File: config.mk
export PLATFORM = sky130hd
export DESIGN_NAME = rr_onehot_arbiter_flat
export DESIGN_NICKNAME = d
export VERILOG_FILES = /design/src/rtl/rr_onehot_arbiter_if.sv /design/src/rtl/rr_onehot_arbiter.sv /design/src/flat_wrapper.sv
export SDC_FILE = /design/constraint.sdc
export NUM_CORES = 1
export LEC_CHECK = 0
export ABC_AREA = 1
export CAP_MARGIN = 15
export CORE_UTILIZATION = 45
export DETAILED_ROUTE_END_ITERATION = 10
export PLACE_DENSITY = 0.76
export SYNTH_ARGS = -nofsm -noshare
export SYNTH_HDL_FRONTEND = slang
export SYNTH_SLANG_ARGS = --single-unit
File: constraint.sdc
create_clock -name clk -period 3.7 [get_ports clk]
set_clock_uncertainty 0.1 [all_clocks]
set_input_delay 0.925 -clock clk [delete_from_list [all_inputs] [get_ports clk]]
set_output_delay 0.925 -clock clk [all_outputs]
set_load 0.1 [all_outputs]
File: src/rtl/rr_onehot_arbiter_if.sv
`default_nettype none
// +----------------------------------------------------------------------------+
// | Module   : rr_onehot_arbiter_if                                            |
// | Purpose  : Request/grant bundle between the 16-line round-robin arbiter    |
// |            and its consumer (the 16-to-4 one-hot encoder stage).           |
// | Signals  : req[15:0]          requester -> arbiter, level-sensitive        |
// |            grant_ack          consumer  -> arbiter, release current grant  |
// |            grant_onehot[15:0] arbiter   -> consumer, zero or one-hot       |
// |            grant_valid        arbiter   -> consumer, encoder enable        |
// |            timeout            arbiter   -> consumer, revocation pulse      |
// | Modports : master = arbiter side, slave = requester/consumer side          |
// | Revision : 1.0  initial release                                            |
// +----------------------------------------------------------------------------+
interface rr_onehot_arbiter_if;
   logic [15:0] req;
   logic        grant_ack;
   logic [15:0] grant_onehot;
   logic        grant_valid;
   logic        timeout;

   modport master (
      input  req,
      input  grant_ack,
      output grant_onehot,
      output grant_valid,
      output timeout
   );

   modport slave (
      output req,
      output grant_ack,
      input  grant_onehot,
      input  grant_valid,
      input  timeout
   );
endinterface
`default_nettype wire

File: src/rtl/rr_onehot_arbiter.sv
`default_nettype none
// +----------------------------------------------------------------------------+
// | Module   : rr_onehot_arbiter                                               |
// | Purpose  : Round-robin arbiter over 16 request lines. Issues a registered  |
// |            one-hot grant plus valid strobe and holds it until the consumer |
// |            acknowledges or (optionally) a hold timeout revokes it.         |
// | Ports    : clk        rising-edge clock                                    |
// |            rst_n      synchronous reset, active-low                        |
// |            arb        rr_onehot_arbiter_if.master (req, grant_ack in;      |
// |                       grant_onehot, grant_valid, timeout out)              |
// | Params   : MAX_HOLD   cycles a grant may be held without ack, 2..255       |
// |                       (used only in the timeout build)                     |
// | Macro    : RR_ONEHOT_ARBITER_TIMEOUT_EN enables the hold counter and       |
// |            timeout revocation; when undefined timeout is tied low.         |
// | Revision : 1.0  initial release                                            |
// +----------------------------------------------------------------------------+
module rr_onehot_arbiter #(
   parameter int unsigned MAX_HOLD = 64
) (
   input  logic                       clk,
   input  logic                       rst_n,
   rr_onehot_arbiter_if.master        arb
);

   if ((MAX_HOLD < 2) || (MAX_HOLD > 255)) begin : g_max_hold_range
      $error("rr_onehot_arbiter: MAX_HOLD must lie in 2..255");
   end

   typedef enum logic [0:0] {
      ST_IDLE  = 1'b0,
      ST_GRANT = 1'b1
   } state_e;

   state_e      state_q;
   logic [3:0]  ptr_q;
   logic [3:0]  win_q;
   logic [15:0] grant_onehot_q;
   logic        grant_valid_q;
   logic        timeout_q;

   logic [15:0] rot_req;
   logic [3:0]  offs;
   logic [3:0]  win_d;
   logic        any_req;
   logic        expire;

   // Rotate the request vector so that index ptr lands at bit 0; the lowest
   // set bit of the rotated vector is then the distance from ptr to the
   // winner, and the 4-bit add wraps 15 -> 0 for free.
   always_comb begin
      rot_req = 16'({arb.req, arb.req} >> ptr_q);
      offs    = 4'd0;
      for (int i = 15; i >= 0; i--) begin
         if (rot_req[i]) begin
            offs = 4'(i);
         end
      end
      win_d = ptr_q + offs;
   end

   assign any_req = |arb.req;

`ifdef RR_ONEHOT_ARBITER_TIMEOUT_EN
   localparam logic [7:0] HOLD_LAST = 8'(MAX_HOLD - 1);

   logic [7:0] hold_cnt_q;

   // hold_cnt is 0 in the first grant cycle, so reaching MAX_HOLD-1 means
   // grant_valid has been high for exactly MAX_HOLD cycles.
   assign expire = (hold_cnt_q == HOLD_LAST);
`else
   assign expire = 1'b0;
`endif

   always_ff @(posedge clk) begin
      if (!rst_n) begin
         state_q        <= ST_IDLE;
         ptr_q          <= 4'd0;
         win_q          <= 4'd0;
         grant_onehot_q <= 16'h0000;
         grant_valid_q  <= 1'b0;
         timeout_q      <= 1'b0;
`ifdef RR_ONEHOT_ARBITER_TIMEOUT_EN
         hold_cnt_q     <= 8'd0;
`endif
      end else begin
         timeout_q <= 1'b0;
         case (state_q)
            ST_IDLE: begin
               if (any_req) begin
                  win_q          <= win_d;
                  grant_onehot_q <= 16'd1 << win_d;
                  grant_valid_q  <= 1'b1;
                  state_q        <= ST_GRANT;
`ifdef RR_ONEHOT_ARBITER_TIMEOUT_EN
                  hold_cnt_q     <= 8'd0;
`endif
               end
            end
            ST_GRANT: begin
               // Ack is tested first so a coincident expiry never pulses timeout.
               if (arb.grant_ack || expire) begin
                  grant_onehot_q <= 16'h0000;
                  grant_valid_q  <= 1'b0;
                  ptr_q          <= win_q + 4'd1;
                  timeout_q      <= ~arb.grant_ack;
                  state_q        <= ST_IDLE;
               end
`ifdef RR_ONEHOT_ARBITER_TIMEOUT_EN
               else begin
                  hold_cnt_q <= hold_cnt_q + 8'd1;
               end
`endif
            end
            default: begin
               state_q <= ST_IDLE;
            end
         endcase
      end
   end

   assign arb.grant_onehot = grant_onehot_q;
   assign arb.grant_valid  = grant_valid_q;
   assign arb.timeout      = timeout_q;

endmodule
`default_nettype wire

File: src/flat_wrapper.sv
// flat-port wrapper written by rule: the top's interface ports become plain ports
module rr_onehot_arbiter_flat 
#(
   parameter int unsigned MAX_HOLD = 64
)
  (clk, rst_n, arb_req, arb_grant_ack, arb_grant_onehot, arb_grant_valid, arb_timeout);
  rr_onehot_arbiter_if arb_i ();
  input  logic clk;
  input  logic rst_n;
  input wire logic [$bits(arb_i.req)-1:0] arb_req;
  input wire logic [$bits(arb_i.grant_ack)-1:0] arb_grant_ack;
  output wire logic [$bits(arb_i.grant_onehot)-1:0] arb_grant_onehot;
  output wire logic [$bits(arb_i.grant_valid)-1:0] arb_grant_valid;
  output wire logic [$bits(arb_i.timeout)-1:0] arb_timeout;
  assign arb_i.req = arb_req;
  assign arb_i.grant_ack = arb_grant_ack;
  assign arb_grant_onehot = arb_i.grant_onehot;
  assign arb_grant_valid = arb_i.grant_valid;
  assign arb_timeout = arb_i.timeout;
  rr_onehot_arbiter #(.MAX_HOLD(MAX_HOLD)) u_core (.clk(clk), .rst_n(rst_n), .arb(arb_i));
endmodule
==> run summary <==
critical path launch point type - input port
total global routing overflow - 0
placer congestion estimate - 0.9276
synth unique cells - 37
syn avg cell area - 6.562 um2
TritonCTS clock tree - built
number of hold violations in the final report - 0
failing checks - negative setup slack
Routed Antenna Nets - 0
pre-CTS setup slack - -824.0 ps
DP Area - 2947 um2
Seq/Total Area, Yosys - 0.2314
register bit total from synthesis - 27
Chip Height - 74.05 um
Synth Area in Compound Gates - 0.1339
max cap viols - 0
root buffer cell - clkbuf_8
CTS H-tree depth - 1
Total GRT Usage - 0.2708
starting density of the core - 0.4818
Final setup violation count - 17
Max Clk Rate - 0.2543 GHz
Worst setup startpoint - arb_req[13]
Final TNS setup - -2642 ps
area delta synth->final - 58.44%
Critical Path RT - 3810 ps
Worst-Skew Late Latency - 280 ps
Avg WL per Cell - 16.63 um
post-synthesis net count - 380
CP Capture Type - register
Hold-fix buffers, CTS - 0
fill cell count - 333
Reg clk slew, reported paths - 90 ps
Register Area - 548.0 um2
cell row count - 25
critical path type - input port to register
simple-gate portion of the synthesized area - 0.4874
TritonCTS sink count - 27
detailed placement HPWL - 4872 um
post-synthesis adder-cell area fraction - 0.02999
antenna violations before repair - 0
fin area - 3701 um2
fin crit share - 1.063
RSZ-0062 raised after global routing - true
layout cells sized above 1 - 0.5619
status - finished with violations
post-DR vias/cell - 5.805
Worst VDD drop - 0.3975 mV
vias - 3013
Final #Nets - 477
Die X - 74.05 um
main combinational cell family by area after synthesis - simple AND/OR/NAND/NOR gates
ANT cells - 0
maximum fanout along the worst path - 4
Post-route DRC - 0
Setup crit end - u_core.arb.grant_onehot[5]$_SDFFE_PN0P_
leading cell type in the layout, fill and taps excluded - buf_4
r2r setup slk - -140 ps
Post-Synth XOR/XNOR Area - 0.01125
core area - 4848 um2
post-route minimum period - 3932 ps
combined area of the multi-input logic cells - 2034 um2
most frequent cells in the layout - buf_4 (87), nand2_1 (66), nand3_2 (45)
ranking of synthesized cells by area - dfxtp_1 (23%), nand2_1 (16%), nand3_1 (15%)
Hold WS - 371.6 ps
Post-Syn Instances - 356
Clock Path Buffers - 2
vias in the first global route - 2599
Register-to-Register Path Depth - 30
IO Pins - 37
Data arrival, critical path - 4040 ps
Yosys top cell area share - 0.2314
Power Dens Cells - 370.0 nW/um2
max-slew violation total from the final report - 0
first-pass GRT wire length - 11720 um
largest net degree at the start of global routing - 18
Worst R2R End - u_core.arb.grant_onehot[5]$_SDFFE_PN0P_
leak pwr - 0.001646 uW
drt first-iter violations - 230
synthesized area - 2336 um2
mux cell area share after synthesis - 0
max_slew headroom - 0.3421
I/O Buffers - 36
Reg2Reg Launch Point - u_core.ptr_q[0]$_SDFFE_PN0P_
Initial DRT Pass Iterations - 5
number of buffers created by CTS - 3
Synth warnings - 0
Slew @ Worst Pin - 983.8 ps
area leader, netlist - dfxtp_1
post-route setup slack - -232.2 ps
full die area - 5483 um2
DRT Wirelength - 8630 um
Hold Crit Class - register to register
through the flow:
step | util | total power (uW) | instances
finish | 0.7634 | 1369 | 519
global route | 0.7634 | 1440 | 519
CTS | 0.6785 | 1197 | 503
detailed placement | 0.6077 | 943.9 | 486
global placement | 0.6077 | 936.8 | 486
floorplan | - | 746.5 | 356
final cells by class:
type / instances / share of cell area
Tap cell: 67 / 0.02265
Multi-Input combinational cell: 285 / 0.5497
Clock buffer: 3 / 0.01116
Sequential cell: 27 / 0.1481
Timing Repair Buffer: 108 / 0.2336
Clock inverter: 1 / 0.001352
Inverter: 28 / 0.03347
registers in the layout, indices dropped and copies added, names as in the netlist:
name	cells
u_core.arb.grant_onehot	16
u_core.ptr_q	4
u_core.win_q	4
u_core.arb.grant_valid	1
u_core.arb.timeout	1
u_core.state_q	1
kinds of logic (layout without fill, tap and decap cells):
| family | after synthesis | in the layout |
|---|---|---|
| simple gates | 223 | 223 |
| compound gates | 53 | 53 |
| buf+inv | 44 | 140 |
| flops | 27 | 27 |
| fa+ha+maj | 5 | 5 |
| xor+xnor | 3 | 3 |
| other cells | 1 | 1 |
where the power goes:
part / switching, uW / total [uW] / internal, uW / leakage [uW]
registers: 19.6 / 332 / 312 / 0.000222
clock network: 95.9 / 172 / 75.8 / 0.0000255
logic: 524 / 866 / 342 / 0.00140
total: 640 / 1370 / 729 / 0.00165
worst min-delay path by stage:
| stage | start | end | cells after the start |
|---|---|---|---|
| after floorplan | u_core.win_q[0]$_SDFFE_PN0P_ | u_core.win_q[0]$_SDFFE_PN0P_ | 2 |
| after global placement | u_core.arb.grant_valid$_SDFFE_PN0P_ | u_core.arb.grant_valid$_SDFFE_PN0P_ | 2 |
| after detailed placement | u_core.arb.grant_onehot[8]$_SDFFE_PN0P_ | u_core.arb.grant_onehot[8]$_SDFFE_PN0P_ | 2 |
| after CTS | u_core.arb.grant_onehot[8]$_SDFFE_PN0P_ | u_core.arb.grant_onehot[8]$_SDFFE_PN0P_ | 2 |
| after global routing | u_core.arb.grant_onehot[8]$_SDFFE_PN0P_ | u_core.arb.grant_onehot[8]$_SDFFE_PN0P_ | 2 |
| final | u_core.arb.grant_onehot[8]$_SDFFE_PN0P_ | u_core.arb.grant_onehot[8]$_SDFFE_PN0P_ | 2 |
per-layer routing:
layer  track usage  up-vias  routed length (um)
li1              -     1391                   -
met1        0.3177     1437                3284
met5             0        -                   0
met3       0.01897       54                 425
met2        0.5111      131                4476
met4        0.1004        0                 444
worst max-delay path, stage by stage:
cell and delay [ps]:
buf_2 120, nand2_2 80, nand3_2 100, nand3_2 130, nand2_1 120, nand2_1 70, nand2_2 80, nand2_1 70
nand2_1 70, nand2_1 50, nand2_1 50, nand2_1 60, nand2_1 80, nand2_1 60, nand2_1 50, nand2_1 40
nand2_1 50, nand2_1 50, nand2_1 60, nand2_1 70, a21oi_2 140, ha_2 200, inv_2 40, fa_2 590
clkinvlp_4 190, nor3_4 190, nand4_1 130, a21oi_1 180
cell usage after synthesis, drive strengths merged:
cell type	instances
o21ai	28
xnor2	2
a211oi	1
ha	4
nor3	8
a31oi	1
nor2	9
or2	1
nor4	4
a21o	1
dfxtp	27
inv	28
xor2	1
nand3	89
nand4	3
buf	13
nand2	109
clkbuf	3
fa	1
o21a	1
conb	1
a21oi	21
what timing repair did:
item                                    4_1_cts  5_1_grt
pin swaps                                    30       35
setup buffers                                13       18
endpoints found under the setup margin       18       17
resized for setup                           135       70
Note: power is estimated with default switching activity, not from simulation.
